**config.mk**
```make
export PLATFORM = sky130hd
export DESIGN_NAME = gtech_aoi_pipe
export DESIGN_NICKNAME = d
export VERILOG_FILES = /design/src/rtl/gtech_aoi_pkg.sv /design/src/rtl/gtech_aoi_pipe_stage.sv /design/src/rtl/gtech_aoi_pipe.sv
export SDC_FILE = /design/constraint.sdc
export NUM_CORES = 1
export LEC_CHECK = 0
export ABC_AREA = 1
export CAP_MARGIN = 20
export CELL_PAD_IN_SITES_DETAIL_PLACEMENT = 1
export CELL_PAD_IN_SITES_GLOBAL_PLACEMENT = 2
export CORE_ASPECT_RATIO = 0.5
export CORE_MARGIN = 5
export CORE_UTILIZATION = 30
export CTS_BUF_LIST = sky130_fd_sc_hd__clkbuf_4
export DETAILED_ROUTE_END_ITERATION = 16
export PLACE_DENSITY = 0.95
export SLEW_MARGIN = 40
export SYNTH_ARGS = -nofsm -noshare
export SYNTH_HDL_FRONTEND = slang
export SYNTH_SLANG_ARGS = --single-unit
```
**constraint.sdc**
```tcl
create_clock -name CP -period 4.2 [get_ports CP]
set_input_delay 0.63 -clock CP [delete_from_list [all_inputs] [get_ports CP]]
set_output_delay 0.63 -clock CP [all_outputs]
set_load 0.03 [all_outputs]
```
**src/rtl/gtech_aoi_pkg.sv**
```systemverilog
// Shared types and reduction helpers for the gtech_aoi_pipe complex-gate pipeline.
// The helpers work on one lane at a time, sized for the largest legal G and K.
package gtech_aoi_pkg;

  localparam int MAX_G  = 8;
  localparam int MAX_K  = 4;
  localparam int MAX_GK = MAX_G * MAX_K;

  typedef enum logic [1:0] {
    MODE_AOI = 2'b00,
    MODE_AO  = 2'b01,
    MODE_OAI = 2'b10,
    MODE_OA  = 2'b11
  } aoi_mode_t;

  // Modes 1x reduce OR inside a group and AND across groups; 0x the reverse.
  function automatic logic mode_or_first(input aoi_mode_t mode);
    logic [1:0] m;
    m = mode;
    return m[1];
  endfunction

  // Modes x0 invert the final result.
  function automatic logic mode_inverts(input aoi_mode_t mode);
    logic [1:0] m;
    m = mode;
    return ~m[0];
  endfunction

  // Picks one bit out of the flattened lane vector without a variable-width index.
  function automatic logic bit_at(input logic [MAX_GK-1:0] v, input int unsigned idx);
    logic [MAX_GK-1:0] s;
    s = v >> idx;
    return s[0];
  endfunction

  // Per-group partials for one lane: x[g*k_n + k] is input k of group g.
  function automatic logic [MAX_G-1:0] group_reduce(
    input logic [MAX_GK-1:0] x,
    input int unsigned       g_n,
    input int unsigned       k_n,
    input aoi_mode_t         mode
  );
    logic or_first;
    logic acc;
    // NOTE: every output bit and temporary gets a default before the loops, so no
    // path through the conditionals leaves anything unassigned (no latches).
    group_reduce = '0;
    or_first     = mode_or_first(mode);
    acc          = 1'b0;
    for (int g = 0; g < MAX_G; g++) begin
      if (g < int'(g_n)) begin
        acc = ~or_first;
        for (int k = 0; k < MAX_K; k++) begin
          if (k < int'(k_n)) begin
            if (or_first) acc = acc | bit_at(x, g * k_n + k);
            else          acc = acc & bit_at(x, g * k_n + k);
          end
        end
        group_reduce[g] = acc;
      end
    end
  endfunction

  // Combines the per-group partials of one lane into the lane's result bit.
  function automatic logic final_reduce(
    input logic [MAX_G-1:0] partials,
    input int unsigned      g_n,
    input aoi_mode_t        mode
  );
    logic or_first;
    logic acc;
    or_first = mode_or_first(mode);
    acc      = or_first;
    for (int g = 0; g < MAX_G; g++) begin
      if (g < int'(g_n)) begin
        if (or_first) acc = acc & partials[g];
        else          acc = acc | partials[g];
      end
    end
    return mode_inverts(mode) ? ~acc : acc;
  endfunction

endpackage

```
**src/rtl/gtech_aoi_pipe_stage.sv**
```systemverilog
// One elastic valid/ready register slice with a PW-bit payload. CLEAR_PAYLOAD
// selects whether the payload flops are reset (needed only where they drive ports).
module gtech_aoi_pipe_stage #(
  parameter int PW            = 8,
  parameter bit CLEAR_PAYLOAD = 1'b0
) (
  input  logic          CP,
  input  logic          CD,
  input  logic          in_valid,
  output logic          in_ready,
  input  logic [PW-1:0] in_payload,
  output logic          out_valid,
  input  logic          out_ready,
  output logic [PW-1:0] out_payload
);

  logic          valid_q;
  logic [PW-1:0] payload_q;
  logic          load;

  // The slice can take a beat when empty or when its current beat leaves now.
  assign in_ready = ~valid_q | out_ready;
  assign load     = in_valid & in_ready;

  // NOTE: state flops use non-blocking (<=) so every slice samples pre-edge
  // values and the chain shifts as one.
  always_ff @(posedge CP or negedge CD) begin
    if (!CD) begin
      valid_q <= 1'b0;
    end else if (in_ready) begin
      valid_q <= in_valid;
    end
  end

  if (CLEAR_PAYLOAD) begin : g_clear
    always_ff @(posedge CP or negedge CD) begin
      if (!CD) begin
        payload_q <= '0;
      end else if (load) begin
        payload_q <= in_payload;
      end
    end
  end else begin : g_noclear
    // NOTE: internal data flops carry no reset; the valid bit alone says whether
    // their contents mean anything.
    always_ff @(posedge CP) begin
      if (load) begin
        payload_q <= in_payload;
      end
    end
  end

  assign out_valid   = valid_q;
  assign out_payload = payload_q;

endmodule

```
**src/rtl/gtech_aoi_pipe.sv**
```systemverilog
// gtech_aoi_pipe: W-lane AOI/AO/OAI/OA complex gate over G groups of K inputs,
// carried through a STAGES-deep (1 or 2) elastic pipeline. Define GTECH_AOI_PIPE_PARITY_EN to add Z_PAR.
module gtech_aoi_pipe
  import gtech_aoi_pkg::*;
#(
  parameter int W      = 8,
  parameter int G      = 3,
  parameter int K      = 2,
  parameter int STAGES = 2
) (
  input  logic             CP,
  input  logic             CD,
  input  logic             in_valid,
  output logic             in_ready,
  input  logic [1:0]       in_mode,
  input  logic [G*K*W-1:0] in_data,
  output logic             out_valid,
  input  logic             out_ready,
  output logic [1:0]       out_mode,
  output logic [W-1:0]     Z
`ifdef GTECH_AOI_PIPE_PARITY_EN
  ,
  output logic             Z_PAR
`endif
);

  localparam int GK     = G * K;
  localparam int PART_W = G * W;
`ifdef GTECH_AOI_PIPE_PARITY_EN
  localparam int OUT_W  = W + 3;
`else
  localparam int OUT_W  = W + 2;
`endif

  // Gathers each lane's G*K operand bits and reduces them inside each group.
  // Partial for group g, lane l sits at bit g*W + l.
  function automatic logic [PART_W-1:0] calc_partials(
    input logic [GK*W-1:0] d,
    input aoi_mode_t       m
  );
    logic [MAX_GK-1:0] x;
    logic [MAX_G-1:0]  p;
    calc_partials = '0;
    for (int l = 0; l < W; l++) begin
      x = '0;
      for (int i = 0; i < GK; i++) x[i] = d[i*W + l];
      p = group_reduce(x, G, K, m);
      for (int g = 0; g < G; g++) calc_partials[g*W + l] = p[g];
    end
  endfunction

  // Combines the per-group partials across groups, lane by lane.
  function automatic logic [W-1:0] calc_result(
    input logic [PART_W-1:0] part,
    input aoi_mode_t         m
  );
    logic [MAX_G-1:0] p;
    calc_result = '0;
    for (int l = 0; l < W; l++) begin
      p = '0;
      for (int g = 0; g < G; g++) p[g] = part[g*W + l];
      calc_result[l] = final_reduce(p, G, m);
    end
  endfunction

  // Output slice payload layout: {[parity,] mode, Z}.
  function automatic logic [OUT_W-1:0] pack_out(
    input logic [W-1:0] z,
    input aoi_mode_t    m
  );
`ifdef GTECH_AOI_PIPE_PARITY_EN
    return {^z, m, z};
`else
    return {m, z};
`endif
  endfunction

  logic [OUT_W-1:0] out_payload;

  if (STAGES == 1) begin : g_single
    aoi_mode_t        mode_c;
    logic [OUT_W-1:0] result_c;

    assign mode_c   = aoi_mode_t'(in_mode);
    assign result_c = pack_out(calc_result(calc_partials(in_data, mode_c), mode_c), mode_c);

    gtech_aoi_pipe_stage #(
      .PW            (OUT_W),
      .CLEAR_PAYLOAD (1'b1)
    ) u_last (
      .CP          (CP),
      .CD          (CD),
      .in_valid    (in_valid),
      .in_ready    (in_ready),
      .in_payload  (result_c),
      .out_valid   (out_valid),
      .out_ready   (out_ready),
      .out_payload (out_payload)
    );
  end else begin : g_dual
    // Stage 1 holds {mode, partials}; stage 2 finishes the reduction into Z.
    aoi_mode_t         mode_c;
    logic [PART_W+1:0] s1_in;
    logic [PART_W+1:0] s1_out;
    logic              s1_valid;
    logic              s1_ready;
    aoi_mode_t         s1_mode;
    logic [OUT_W-1:0]  result_c;

    assign mode_c = aoi_mode_t'(in_mode);
    assign s1_in  = {in_mode, calc_partials(in_data, mode_c)};

    gtech_aoi_pipe_stage #(
      .PW            (PART_W + 2),
      .CLEAR_PAYLOAD (1'b0)
    ) u_s1 (
      .CP          (CP),
      .CD          (CD),
      .in_valid    (in_valid),
      .in_ready    (in_ready),
      .in_payload  (s1_in),
      .out_valid   (s1_valid),
      .out_ready   (s1_ready),
      .out_payload (s1_out)
    );

    assign s1_mode  = aoi_mode_t'(s1_out[PART_W +: 2]);
    assign result_c = pack_out(calc_result(s1_out[PART_W-1:0], s1_mode), s1_mode);

    gtech_aoi_pipe_stage #(
      .PW            (OUT_W),
      .CLEAR_PAYLOAD (1'b1)
    ) u_s2 (
      .CP          (CP),
      .CD          (CD),
      .in_valid    (s1_valid),
      .in_ready    (s1_ready),
      .in_payload  (result_c),
      .out_valid   (out_valid),
      .out_ready   (out_ready),
      .out_payload (out_payload)
    );
  end

  assign Z        = out_payload[W-1:0];
  assign out_mode = out_payload[W +: 2];
`ifdef GTECH_AOI_PIPE_PARITY_EN
  assign Z_PAR    = out_payload[W+2];
`endif

endmodule
```
==> results.md <==
- Status: completed
- Clock Skews: roughly 17 ps
- Hold_buf cts: 0
- Seq cells post-synth: 38
- CTS clk-pin slew, worst paths: between 100 and 150 ps
- Die width: ~120 um
- Die height: around 65 um
- Worst-Skew Late Latency: ~340 ps
- Routed WL: about 4.3 mm
- Worst EP required: 3570 ps
- Number of antenna violations at the first check in global routing: 0
- Syn_area_per_cell: ~11 um^2
- Overall Global Routing Usage: 0.1202
- Post-placement cell area: roughly 2500 um^2
- CTS tree: built
- WP data arrival: just under 2000 ps
- Vias: between 1000 and 1500
- Pwr Density: ~400 nW/um^2
- Fin crit share: 0.6136
- Final Non-Filler Cells: about 310
- Via density: 4.455
- Most common cell after layout, fill and taps aside: clkdlybuf4s50_1
- Fill count: approximately 670
- Fin. Hold Viols: 0
- Worst-path maximum fanout: 3
- Vias in the first global route: around 1600
- Syn-to-layout area delta: 41.77%
- IO buf count: 65
- Multi-input gate area: roughly 640 um^2
- CTS root buffer: clkbuf_4
- Residual DRC: 0
- Clock sink total: 38
- CP endpoint kind: primary output
- Critical path type: in -> out
- DR iter-0 viols: 27
- Pwr Total: around 0.0010 W
- Worst-path cell chain: clkdlybuf4s50_1 -> inv_2 -> nand3_1 -> clkdlybuf4s50_1
- Area share of the largest cell type after synthesis: 0.4280
- Tightest Pin Transition: ~570 ps
- Clock period minus worst slack: between 2000 and 3000 ps
- Hold WC Path Type: reg -> reg
- Most frequent cells in the layout: 64 x clkdlybuf4s50_1, 45 x nand2_1, 26 x edfxtp_1, 25 x nand3_1, 20 x maj3_2
- GPL Wtd Cong: around 0.7
- Fin area: 2586 um^2
- Hpwl dp: ~3.4 mm
- Htree depth: 2
- Yosys warning total: 0
- Max Cap Viol: 0
- Critical Path Most Common Cell: clkdlybuf4s50_1
- Post-DR wirelength/cell: 14.08 um
- Layout cells sized above 1: 0.1515
- Seq/Total Area, Yosys: 0.5926
- Leakage power: 1.018 nW
- Area leader, netlist: edfxtp_1
- Synth area leaders: edfxtp_1 43%, dfrtp_1 16%, maj3_2 12%
- Final Core Density: 0.4324
- Setup Fix Bufs, Post-CTS: 0
- Final Setup Violations: 0
- Final Max Slew Viols: 0
- Initial Util: 0.3050
- Max frequency: around 390 MHz
- Max-Slew Margin vs Limit: 0.6174
- Die area: just under 8000 um^2
- TritonRoute pass-1 iters: 4
- Global-route wire length before repair: approximately 7.4 mm
- Setup TNS: 0 ps
- DRT antenna net count: 0
- Peak VDD IR: approximately 0.2 mV
- Post-cts repair resize count: 0
- CP max stage cell: clkdlybuf4s50_1
- Rows: 20
- Final nets: around 280
- CP max stage delay: between 600 and 700 ps
- N_diodes: 0
- Boundary pin count: between 60 and 70
- Mapped Area: around 1800 um^2
- GRT overflow: 0
- Syn Inst Count: about 160
- Placed cells: 300
- Syn nets: about 220
- Startpoint types: input pin
- RSZ-0062 raised after global routing: no
- Core area: between 5000 and 6000 um^2
- CTS Buf Count: 5
- FF/Latch Area: between 1000 and 1500 um^2
- Post-synth cell types: 17
- Max clock buf depth: 2
- Largest net degree at the start of global routing: 27
report_power, final:
part	internal [W]	leakage, nW	switching [W]
combinational	0.000139	0.577	0.000162
clock	0.000130	0.0433	0.000119
sequential	0.000462	0.398	0.0000301
total	0.000731	1.02	0.000311
final timing paths:
path / endpoint / depth (start not counted) / slack, ps / start
worst max-delay path: in_ready / 4 / 1620 / out_ready
worst max register to register: g_dual.u_s1.out_payload[8]$_DFFE_PP_ / 3 / 2700 / g_dual.u_s2.out_valid$_DFFE_PN0P_
worst min register to register: g_dual.u_s2.out_payload[1]$_DFFE_PN0P_ / 2 / 510 / g_dual.u_s2.out_payload[1]$_DFFE_PN0P_
worst min-delay path: g_dual.u_s2.out_payload[1]$_DFFE_PN0P_ / 2 / 510 / g_dual.u_s2.out_payload[1]$_DFFE_PN0P_
min in group asynchronous: g_dual.u_s1.out_valid$_DFFE_PN0N_ / 1 / 630 / CD
max in group asynchronous: g_dual.u_s2.out_payload[4]$_DFFE_PN0P_ / 1 / 3200 / CD
state kept, by name, indices dropped and copies added (netlist names):
register                 count
g_dual.u_s1.out_payload     26
g_dual.u_s2.out_payload     10
g_dual.u_s1.out_valid        1
g_dual.u_s2.out_valid        1
stage by stage:
| step | hold WS, ps | setup slack (ps) |
|---|---|---|
| 2_1_floorplan | 334.4 | 2240 |
| 3_3_place_gp | 474.4 | 1655 |
| 3_5_place_dp | 481.0 | 1623 |
| 4_1_cts | 513.4 | 1621 |
| 5_1_grt | 541.7 | 1572 |
| 6_report | 509.8 | 1623 |
cells in the mapped netlist:
master    instances
nor2_1            8
inv_1             9
buf_12            2
maj3_2           20
nand3_1          25
o21ai_1           2
nand2_2           1
nand2_1          45
inv_2             2
buf_6             1
dfrtp_1          12
edfxtp_1         26
clkinv_1          1
nand2_4           1
maj3_1            4
buf_4             1
nor2_4            2
cell type report:
class,instances,share of cell area
clock buffer,6,0.01742
sequential,38,0.4180
clock inverter,2,0.01306
tap,77,0.03725
inverter,12,0.01742
multi-input combinational,108,0.2472
timing repair buffer,65,0.2496
worst max-delay path: cells and delay by family:
kind / cells / cell delay [ps]
AND/OR/NAND/NOR: 1 / 110
buffers and inverters: 3 / 1200
routing by layer:
layer | vias up | global-route usage | part of all wire
li1 | 687 | - | -
met1 | 653 | 0.1285 | 0.39
met2 | 25 | 0.2425 | 0.56
met3 | 7 | 0.02580 | 0.031
met4 | 0 | 0.03107 | 0.017
met5 | - | 0 | 0
logic make-up after synthesis:
kind of cell / after synthesis / synth area share
AO/OA/AOI/OAI: 2 / 0.005487
buffers and inverters: 16 / 0.05693
flip-flops: 38 / 0.5926
adder cells (fa/ha/maj): 24 / 0.1454
AND/OR/NAND/NOR: 82 / 0.1996
Note: power is estimated with default switching activity, not from simulation.
